File: config.mk
export PLATFORM = sky130hd
export DESIGN_NAME = hazard_control_unit
export DESIGN_NICKNAME = d
export VERILOG_FILES = /design/src/rtl/hazard_control_unit_pkg.sv /design/src/rtl/hazard_detect_lu.sv /design/src/rtl/hazard_control_unit.sv
export SDC_FILE = /design/constraint.sdc
export NUM_CORES = 1
export LEC_CHECK = 0
export ABC_AREA = 1
export ABC_CLOCK_PERIOD_IN_PS = 1800
export BUFFER_PORTS_ARGS = -buffer_cell sky130_fd_sc_hd__buf_2
export CAP_MARGIN = 20
export CORE_MARGIN = 2
export CORE_UTILIZATION = 38
export CTS_CLUSTER_DIAMETER = 30
export DETAILED_ROUTE_END_ITERATION = 6
export GPL_TIMING_DRIVEN = 0
export SETUP_SLACK_MARGIN = 0.5
export SLEW_MARGIN = 20
export SYNTH_ARGS = -nofsm -noshare
export SYNTH_HDL_FRONTEND = slang
export SYNTH_SLANG_ARGS = --single-unit
File: constraint.sdc
create_clock -name clk -period 1.8 [get_ports clk]
set_clock_uncertainty 0.1 [all_clocks]
set_input_delay 0.09 -clock clk [delete_from_list [all_inputs] [get_ports clk]]
set_output_delay 0.09 -clock clk [all_outputs]
set_load 0.1 [all_outputs]
File: src/rtl/hazard_control_unit_pkg.sv
// Shared types and constants for the TSC CPU pipeline hazard sequencer.
// No logic, so no latency.
// No backpressure of its own; it only defines encodings for the sequencer.
package hazard_control_unit_pkg;

    // Machine word of the TSC CPU. It is also the default counter width.
    localparam int WORD_SIZE  = 16;

    // The register file has four entries.
    localparam int REG_ADDR_W = 2;

    // Sequencer states. The encoding is fixed at 3 bits.
    typedef enum logic [2:0] {
        ST_RUN          = 3'd0,
        ST_IWAIT        = 3'd1,
        ST_IWAIT_SQUASH = 3'd2,
        ST_DRAIN        = 3'd3,
        ST_HALTED       = 3'd4
    } hcu_state_e;

    // One bundle holding every per-cycle pipeline control that the sequencer drives.
    typedef struct packed {
        logic pc_write;
        logic stall_if_id;
        logic stall_id_ex;
        logic stall_ex_mem;
        logic stall_mem_wb;
        logic flush_if_id;
        logic flush_id_ex;
        logic flush_ex_mem;
    } hcu_ctrl_t;

    // Freeze the whole pipeline. The PC holds and nothing is flushed.
    localparam hcu_ctrl_t CTRL_FREEZE = '{
        pc_write:     1'b0,
        stall_if_id:  1'b1,
        stall_id_ex:  1'b1,
        stall_ex_mem: 1'b1,
        stall_mem_wb: 1'b1,
        flush_if_id:  1'b0,
        flush_id_ex:  1'b0,
        flush_ex_mem: 1'b0
    };

    // Front end idles. The PC holds and a bubble enters IF_ID.
    // The rest of the pipeline keeps moving.
    localparam hcu_ctrl_t CTRL_FE_WAIT = '{
        pc_write:     1'b0,
        stall_if_id:  1'b0,
        stall_id_ex:  1'b0,
        stall_ex_mem: 1'b0,
        stall_mem_wb: 1'b0,
        flush_if_id:  1'b1,
        flush_id_ex:  1'b0,
        flush_ex_mem: 1'b0
    };

endpackage

File: src/rtl/hazard_detect_lu.sv
// Load-use comparator: the ID instruction reads a register that a load in EX will write.
// Purely combinational, so the result is valid in the same cycle.
// Never stalls by itself; the top-level sequencer decides how to use the result.
module hazard_detect_lu
    import hazard_control_unit_pkg::*;
(
    input  logic [REG_ADDR_W-1:0] i_rs_id,
    input  logic [REG_ADDR_W-1:0] i_rt_id,
    input  logic                  i_uses_rs_id,
    input  logic                  i_uses_rt_id,
    input  logic                  i_load_ex,
    input  logic                  i_regwrite_ex,
    input  logic [REG_ADDR_W-1:0] i_dst_ex,
    output logic                  o_load_use
);

    logic w_rs_hit;
    logic w_rt_hit;

    // A source counts only if the instruction actually reads it.
    // Without this check, a stale field equal to the destination would add false bubbles.
    assign w_rs_hit = i_uses_rs_id & (i_rs_id == i_dst_ex);
    assign w_rt_hit = i_uses_rt_id & (i_rt_id == i_dst_ex);

    // Only a load that writes back can cause the hazard.
    // Other EX results reach ID through forwarding.
    assign o_load_use = i_load_ex & i_regwrite_ex & (w_rs_hit | w_rt_hit);

endmodule

File: src/rtl/hazard_control_unit.sv
// Central stall/flush sequencer for the 5-stage TSC CPU.
// Controls are combinational from the state and inputs and take effect at the next edge.
// A data-memory wait freezes all stages; fetch misses and halt idle only the front end.
module hazard_control_unit
    import hazard_control_unit_pkg::*;
#(
    parameter int CNT_WIDTH = WORD_SIZE
) (
    input  logic                  clk,
    input  logic                  reset_n,
    input  logic [REG_ADDR_W-1:0] rs_ID,
    input  logic [REG_ADDR_W-1:0] rt_ID,
    input  logic                  uses_rs_ID,
    input  logic                  uses_rt_ID,
    input  logic                  d_readM_EX,
    input  logic [REG_ADDR_W-1:0] write_reg_addr_EX,
    input  logic                  RegWrite_EX,
    input  logic                  mispredict_EX,
    input  logic                  jump_redirect_ID,
    input  logic                  is_halted_ID,
    input  logic                  is_halted_WB,
    input  logic                  i_mem_ready,
    input  logic                  d_req_MEM,
    input  logic                  d_mem_ready,
    output logic                  pc_write,
    output logic                  stall_IF_ID,
    output logic                  stall_ID_EX,
    output logic                  stall_EX_MEM,
    output logic                  stall_MEM_WB,
    output logic                  flush_IF_ID,
    output logic                  flush_ID_EX,
    output logic                  flush_EX_MEM,
    output logic                  halted,
    output logic [CNT_WIDTH-1:0]  stall_cycles,
    output logic [CNT_WIDTH-1:0]  flush_count
);

    localparam logic [CNT_WIDTH-1:0] CNT_ONE = {{(CNT_WIDTH-1){1'b0}}, 1'b1};

    hcu_state_e           r_state;
    hcu_state_e           w_next;
    hcu_ctrl_t            w_ctrl;
    logic                 w_flush_evt;
    logic                 w_run_rules;
    logic                 w_dw;
    logic                 w_iw;
    logic                 w_lu;
    logic                 w_front_state;
    logic [CNT_WIDTH-1:0] r_stall_cycles;
    logic [CNT_WIDTH-1:0] r_flush_count;

    // Raw hazard events
    assign w_dw = d_req_MEM & ~d_mem_ready;
    assign w_iw = ~i_mem_ready;

    hazard_detect_lu u_lu (
        .i_rs_id       (rs_ID),
        .i_rt_id       (rt_ID),
        .i_uses_rs_id  (uses_rs_ID),
        .i_uses_rt_id  (uses_rt_ID),
        .i_load_ex     (d_readM_EX),
        .i_regwrite_ex (RegWrite_EX),
        .i_dst_ex      (write_reg_addr_EX),
        .o_load_use    (w_lu)
    );

    // State register
    always_ff @(posedge clk or negedge reset_n) begin
        if (!reset_n) begin
            r_state <= ST_RUN;
        end else begin
            r_state <= w_next;
        end
    end

    // Next-state and pipeline controls. IWAIT that sees fetch data falls through to the RUN priority chain.
    always_comb begin
        w_ctrl      = '0;
        w_next      = r_state;
        w_flush_evt = 1'b0;
        w_run_rules = 1'b0;

        case (r_state)
            ST_RUN: begin
                w_run_rules = 1'b1;
            end

            ST_IWAIT: begin
                if (i_mem_ready) begin
                    w_run_rules = 1'b1;
                end else if (w_dw) begin
                    w_ctrl = CTRL_FREEZE;
                end else begin
                    w_ctrl = CTRL_FE_WAIT;
                    // The redirect is remembered in the state.
                    // The PC loads the target only after the outstanding fetch returns.
                    if (mispredict_EX) begin
                        w_ctrl.flush_id_ex = 1'b1;
                        w_flush_evt        = 1'b1;
                        w_next             = ST_IWAIT_SQUASH;
                    end else if (jump_redirect_ID) begin
                        w_flush_evt = 1'b1;
                        w_next      = ST_IWAIT_SQUASH;
                    end
                end
            end

            ST_IWAIT_SQUASH: begin
                if (w_dw) begin
                    w_ctrl = CTRL_FREEZE;
                end else begin
                    // Returning fetch data belongs to the wrong path and is always discarded.
                    w_ctrl = CTRL_FE_WAIT;
                    if (mispredict_EX) begin
                        w_ctrl.flush_id_ex = 1'b1;
                        w_flush_evt        = 1'b1;
                    end else if (jump_redirect_ID) begin
                        w_flush_evt = 1'b1;
                    end
                    if (i_mem_ready) begin
                        w_ctrl.pc_write = 1'b1;
                        w_next          = ST_RUN;
                    end
                end
            end

            ST_DRAIN: begin
                // HLT reaching WB is older than everything else in flight, so it wins.
                if (is_halted_WB) begin
                    w_ctrl = CTRL_FE_WAIT;
                    w_next = ST_HALTED;
                end else if (w_dw) begin
                    w_ctrl = CTRL_FREEZE;
                end else if (mispredict_EX) begin
                    // An older branch went the other way, so the HLT is on the wrong path.
                    w_ctrl             = CTRL_FE_WAIT;
                    w_ctrl.flush_id_ex = 1'b1;
                    w_ctrl.pc_write    = 1'b1;
                    w_flush_evt        = 1'b1;
                    w_next             = ST_RUN;
                end else begin
                    w_ctrl = CTRL_FE_WAIT;
                end
            end

            ST_HALTED: begin
                w_ctrl = CTRL_FREEZE;
            end

            default: begin
                w_next = ST_RUN;
            end
        endcase

        if (w_run_rules) begin
            w_next = ST_RUN;
            if (w_dw) begin
                w_ctrl = CTRL_FREEZE;
            end else if (mispredict_EX) begin
                // The mispredict flush also removes any load-use bubble the ID instruction would need.
                w_ctrl.pc_write    = 1'b1;
                w_ctrl.flush_if_id = 1'b1;
                w_ctrl.flush_id_ex = 1'b1;
                w_flush_evt        = 1'b1;
                if (w_iw) begin
                    w_next = ST_IWAIT_SQUASH;
                end
            end else if (w_lu) begin
                w_ctrl.stall_if_id = 1'b1;
                w_ctrl.flush_id_ex = 1'b1;
            end else if (jump_redirect_ID) begin
                w_ctrl.pc_write    = 1'b1;
                w_ctrl.flush_if_id = 1'b1;
                w_flush_evt        = 1'b1;
            end else if (is_halted_ID) begin
                w_ctrl = CTRL_FE_WAIT;
                w_next = ST_DRAIN;
            end else if (w_iw) begin
                w_ctrl = CTRL_FE_WAIT;
                w_next = ST_IWAIT;
            end else begin
                w_ctrl.pc_write = 1'b1;
            end
        end
    end

    // Stall cycles count only front-end states. Drain and halt idling is not a hazard cost.
    assign w_front_state = (r_state == ST_RUN) || (r_state == ST_IWAIT) ||
                           (r_state == ST_IWAIT_SQUASH);

    // Saturating performance counters
    always_ff @(posedge clk or negedge reset_n) begin
        if (!reset_n) begin
            r_stall_cycles <= '0;
            r_flush_count  <= '0;
        end else begin
            if (w_front_state && !w_ctrl.pc_write && (r_stall_cycles != '1)) begin
                r_stall_cycles <= r_stall_cycles + CNT_ONE;
            end
            if (w_flush_evt && (r_flush_count != '1)) begin
                r_flush_count <= r_flush_count + CNT_ONE;
            end
        end
    end

    // All controls read 0 while reset is held. The pipeline registers clear themselves.
    assign pc_write     = reset_n & w_ctrl.pc_write;
    assign stall_IF_ID  = reset_n & w_ctrl.stall_if_id;
    assign stall_ID_EX  = reset_n & w_ctrl.stall_id_ex;
    assign stall_EX_MEM = reset_n & w_ctrl.stall_ex_mem;
    assign stall_MEM_WB = reset_n & w_ctrl.stall_mem_wb;
    assign flush_IF_ID  = reset_n & w_ctrl.flush_if_id;
    assign flush_ID_EX  = reset_n & w_ctrl.flush_id_ex;
    assign flush_EX_MEM = reset_n & w_ctrl.flush_ex_mem;
    assign halted       = (r_state == ST_HALTED);
    assign stall_cycles = r_stall_cycles;
    assign flush_count  = r_flush_count;

endmodule

Word level (Yosys, flattened, before mapping)
Index checks and enable logic that the tools add are counted.

Register bits: 35. Latch bits: 0. RAM bits: 0. Memory bits (read-only): 0. Input bits: 19. Output and inout bits: 41. Memories kept: 0.

Add/sub/neg operators: 2. Multiply operators: 0. Div/mod/pow operators: 0. $lt $le $gt $ge: 0. Equal/unequal tests: 16. Shift operators: 0. Muxes and demuxes: 57. Bitwise logic cells: 15. Reductions and logical operators: 9.

Operators with widths (number): $mux W8 (7); $mux W3 (12); $add A16 B1 Y16 const B (2); $ne A16 B16 Y1 const B (2); $pmux W8 S4 (1); $mux W1 (22); $mux W7 (3); $and A1 B1 Y1 (13); $mux W2 (6); $mux W4 (3); $ne A3 B3 Y1 const B (4); $ne A4 B4 Y1 const B (3); $pmux W3 S4 (1); $reduce_and A8 Y1 (1); $eq A3 B2 Y1 const B (2); $eq A2 B2 Y1 (2); $eq A3 B1 Y1 const B (1); $eq A3 B3 Y1 const B (1); $logic_and A1 B1 Y1 (3); $logic_not A3 Y1 (1); $pmux W1 S3 (1); $logic_or A1 B1 Y1 (2); $ne A2 B1 Y1 const B (1); $pmux W1 S2 (1); other kinds (4) (4).

Depth between registers and ports, before layout
Word-level depth: 15. Gate-level depth with buffers: 13.

Modules after synthesis
Synthesis repeated with hierarchy kept, for this count alone.

Cell total of the unflattened synthesis: 400. Area total of the unflattened synthesis: 2752.6 µm².

By module, submodules not included: hazard_control_unit (times used 1, cells an instance 378, area each 2657.5 µm²); hazard_detect_lu (times used 1, cells an instance 22, area each 95.1 µm²).

Worst setup path before layout
Ideal clock, no wire load.

Path kind: flip-flop to output port. Start: register r_state[0]. End: output stall_ID_EX. Data arrival time: 4.145 ns. Required time: 1.610 ns. Path slack: -2.535 ns. Stages on the path, launching flop included: 9. Path buffers: 1. Cell sequence: dfrtp_1 > inv_2 > nand2_1 > nor2_1 > inv_1 > nand3_1 > nor2_1 > nor2_1 > buf_4.

Longest elaborated chain between the ends: 10. Elaborated cells between the ends (all ways): 15.

RTL lines: start, declared (RTL line hazard_control_unit.sv:40) `hcu_state_e r_state;`; start signal, assigned (RTL line hazard_control_unit.sv:72) `r_state <= w_next;`; $eq A3 B3 Y1 *; via halted (RTL line hazard_control_unit.sv:33) `output logic halted,`; $pmux W8 S4 * (RTL line hazard_control_unit.sv:83) `case (r_state)`; $mux W7 (RTL line hazard_control_unit.sv:178) `end else if (w_iw) begin`; $mux W8 (RTL line hazard_control_unit.sv:175) `end else if (is_halted_ID) begin`; $mux W4 (RTL line hazard_control_unit.sv:171) `end else if (jump_redirect_ID) begin`; $mux W4 (RTL line hazard_control_unit.sv:168) `end else if (w_lu) begin`; $mux W4 (RTL line hazard_control_unit.sv:159) `end else if (mispredict_EX) begin`; $mux W8 (RTL line hazard_control_unit.sv:157) `if (w_dw) begin`; $mux W8 * (RTL line hazard_control_unit.sv:155) `if (w_run_rules) begin`; $and A1 B1 Y1 * (RTL line hazard_control_unit.sv:209) `assign stall_ID_EX = reset_n & w_ctrl.stall_id_ex;`; end, declared (RTL line hazard_control_unit.sv:27) `output logic stall_ID_EX,`.

Mark *: on every way through the listed nets, which the timed path passes. The rest lies on a longest branch.

Worst setup path in the final report
Start: register r_state[2]. End: output stall_MEM_WB.

Longest elaborated chain between the ends: 10. Elaborated cells between the ends (all ways): 15.

RTL lines: $eq A3 B3 Y1 (tied with other cells) (RTL line hazard_control_unit.sv:83); $pmux W8 S4 (RTL line hazard_control_unit.sv:83); $mux W7 (RTL line hazard_control_unit.sv:178); $mux W8 (RTL line hazard_control_unit.sv:175); $mux W4 (RTL line hazard_control_unit.sv:171); $mux W4 (RTL line hazard_control_unit.sv:168); $mux W4 (RTL line hazard_control_unit.sv:159); $mux W8 (RTL line hazard_control_unit.sv:157); $mux W8 * (RTL line hazard_control_unit.sv:155); $and A1 B1 Y1 * (RTL line hazard_control_unit.sv:211) `assign stall_MEM_WB = reset_n & w_ctrl.stall_mem_wb;`; end, declared (RTL line hazard_control_unit.sv:29) `output logic stall_MEM_WB,`.

Mark *: on every way between the ends. The rest lies on a longest branch, timed or not.

==> flow_summary_export.csv <==
group,metric,value,unit
critical_path,cp.required,1610,ps
clock_tree,clock-root-buffer,"clkbuf_8",
synth,syn_area,0.00258,sq mm
global_route,groute.usage.overall,21.0,%
floorplan,core,0.00668,sq mm
synth,yosysWarnings,0,
sta,hold_ws,-190,ps
sta,worst_slew_pin_slew,903,ps
synth,synth_edf_count,0,
detailed_routing,met1_length,3470,um
sta,worst_slack,-308,ps
critical_path,reg2reg_slack,-200,ps
synth,async_flop_share,100,%
synth,ys_seq_area_share,34.0,%
floorplan,initial_core_util,38.6,%
placed_design,gp_congestion,0.878,
synth,ys_types,32,
global_route,grt_start_max_net_pins,40,
global_route,grt_pass1_vias,2642,
final_layout,utilization,62.1,%
sta,fin_crit_sh,117,%
global_route,antenna_found_initial,0,
sta,rsz0062_at_grt,"true",
critical_path,cp-start-kind,"register",
floorplan,die-width,86.3,um
clock_tree,h-tree-depth,2,
outcome,violations,"hold timing, setup timing",
floorplan,io_pins,60,
pwr,pwr-share-clk,11.8,%
critical_path,worstPathMaxFanout,6,
synth,dominantRegCellSynth,"dfrtp_1",
outcome,status,"complete, but fails checks",
synth,syn_inst,373,
placed_design,post-place-ws,-268,ps
critical_path,r2r_end,"flush_count[1]$_DFFE_PN0P_",
final_layout,final_layout_size_suffix_gt1_share,49.3,%
pwr,p_leak,0.00193,uW
detailed_routing,drc,0,
floorplan,rows,30,
floorplan,dieArea,0.00745,sq mm
detailed_routing,wl_met3,294,um
final_layout,synthToLayoutAreaGrowth,61.0,%
detailed_routing,vias,2792,
detailed_routing,highest_layer,"met4",
detailed_routing,firstDrtPassIters,4,
synth,avgSynthCellArea,6.91,sq um
sta,hold_violations,35,
detailed_routing,drt-wirelength-per-cell,13.9,um
global_route,grt_pass1_wl,12600,um
critical_path,r2r-start,"r_state[0]$_DFFE_PN0P_",
floorplan,die_height,86.3,um
detailed_routing,met2_length,3850,um
critical_path,setup.worst_path.class,"register to output pin",
global_route,grt_overflow,0,
pwr,p_int,3100,uW
pwr,netSwitchingFraction,51.3,%
critical_path,arrival,1920,ps
placed_design,port_buffers,58,
detailed_routing,first_iter_violations,94,
critical_path,endpoint_kind,"output pin",
final_layout,final_area,0.00415,sq mm
detailed_routing,wl,7740,um
pwr,seqPwrFrac,18.7,%
sta,drv_slew,0,
clock_tree,clock_latency,300,ps
clock_tree,cts_tree,"built",
pwr,power.switching,3260,uW
sta,setup_violations,39,
clock_tree,clk_pin_slew,80,ps
placed_design,dp_hpwl,4740,um
pwr,p_per_area,1530,mW/mm^2
worst_hold_path,worstHoldPathType,"primary input to asynchronous set/reset pin",
final_layout,nNetsFinal,497,
clock_tree,cts.path.max_buffers,2,
clock_tree,cts_buffers,5,
synth,synth_fp_nets,394,
sta,fmax,474,MHz
critical_path,r2r_cells,13,
synth,synth_seq_cells,35,
placed_design,postPlaceCellArea,0.00321,sq mm
detailed_routing,vias_per_cell,5.01,
pwr,combPwrFrac,69.6,%
flow_run,drv_cap,0,
sta,relSlewSlack,39.8,%
detailed_routing,ant_nets,0,
sta,fin_crit,2110,ps
clock_tree,cts.sink_count,35,
pwr,ir_worst_vdd,1.13,mV
final_layout,n_antenna_cell,0,
Yosys cell counts, types with 2 or more instances:
cell	count	area (sq um)
nand3_1	54	270
dfrtp_1	35	876
buf_2	2	10.0
nand2_2	2	12.5
a21oi_1	6	30.0
nand4_1	8	50.1
buf_6	2	22.5
ha_1	2	25.0
nand2_1	120	450
xor2_1	22	193
buf_4	5	37.5
nor2_2	4	25.0
nand2_4	4	45.0
inv_2	8	30.0
xnor2_1	5	43.8
o21ai_0	3	15.0
nor3_1	12	60.1
nand3_2	3	30.0
nor2_1	29	109
inv_1	35	131
what timing repair did:
item / in CTS / in global routing
gates resized for setup: 125 / 30
endpoints found under the setup margin: 74 / 48
pin swaps: 19 / 10
buffers inserted: 30 / 6
cloned: 2 / 0
endpoints found under the hold margin: 35 / 35
critical path: stages, from the launching register on:
cell and delay, ps:
dfrtp_1 400, inv_4 120, nand2_4 90, a21oi_4 200, inv_4 80, nor2_4 150
nor2_4 70, nor2_4 200, buf_12 130, buf_12 160
kinds of logic after synthesis:
group	after synthesis	share of synthesized area, %
and+or+nand+nor	242	42.9
buffers and inverters	52	8.99
DFF	35	34.0
xor gates and xnor gates	27	9.18
AOI/OAI and AO/OA	14	3.84
adders and majority gates	2	0.971
other	1	0.146
how the worst max path moves through the flow:
stage,from,end,depth (start not counted)
finish,r_state[2]$_DFFE_PN0P_,stall_MEM_WB,9
floorplan,r_state[0]$_DFFE_PN0P_,stall_ID_EX,8
detailed placement,reset_n,stall_MEM_WB,5
global placement,r_state[0]$_DFFE_PN0P_,pc_write,9
CTS,r_state[1]$_DFFE_PN0P_,stall_MEM_WB,9
global route,r_state[1]$_DFFE_PN0P_,stall_MEM_WB,9
layout by cell type (no fill, tap or decap), types with 12 or more instances in the layout:
cell / instances
buf_2: 18
inv_1: 31
nor2_4: 12
dfrtp_2: 15
buf_4: 51
dfrtp_4: 14
nand2_2: 32
buf_6: 21
nand2_1: 88
nand3_1: 43
xor2_1: 22
nor2_1: 19
per-layer routing:
metal	GRT usage, %	up-vias
met5	0	-
met4	6.68	0
met3	3.33	14
met2	35.5	67
met1	27.4	1315
li1	-	1396
flip-flops by register name (all words and copies together), names as in the netlist:
signal        cells
stall_cycles     16
r_state           3
flush_count      16
area by class of cell:
cell class	count	area [sq um]
buffer	9	119
clock buffer	5	68.8
sequential	35	947
inverter	43	169
fill	577	2530
timing repair buffer	96	883
tap	80	100
clock inverter	3	43.8
multi-input combinational	286	1820
power groups by stage:
stage / Sequential, uW / Combinational (uW) / Clock, uW
finish: 1180 / 4420 / 748
global route: 1210 / 4640 / 784
CTS: 1170 / 4180 / 751
detailed placement: 1190 / 2930 / 0
global placement: 1190 / 2920 / 0
floorplan: 1890 / 1720 / 0
through the flow:
stage          total power (uW)  setup TNS (ps)  std cells
5_1_grt                    6630           -8310        557
2_1_floorplan              3620           -5180        373
4_1_cts                    6110           -2600        551
3_3_place_gp               4100           -1520        511
6_report                   6350           -5490        557
3_5_place_dp               4130           -1580        511
Note: power is estimated with default switching activity, not from simulation.
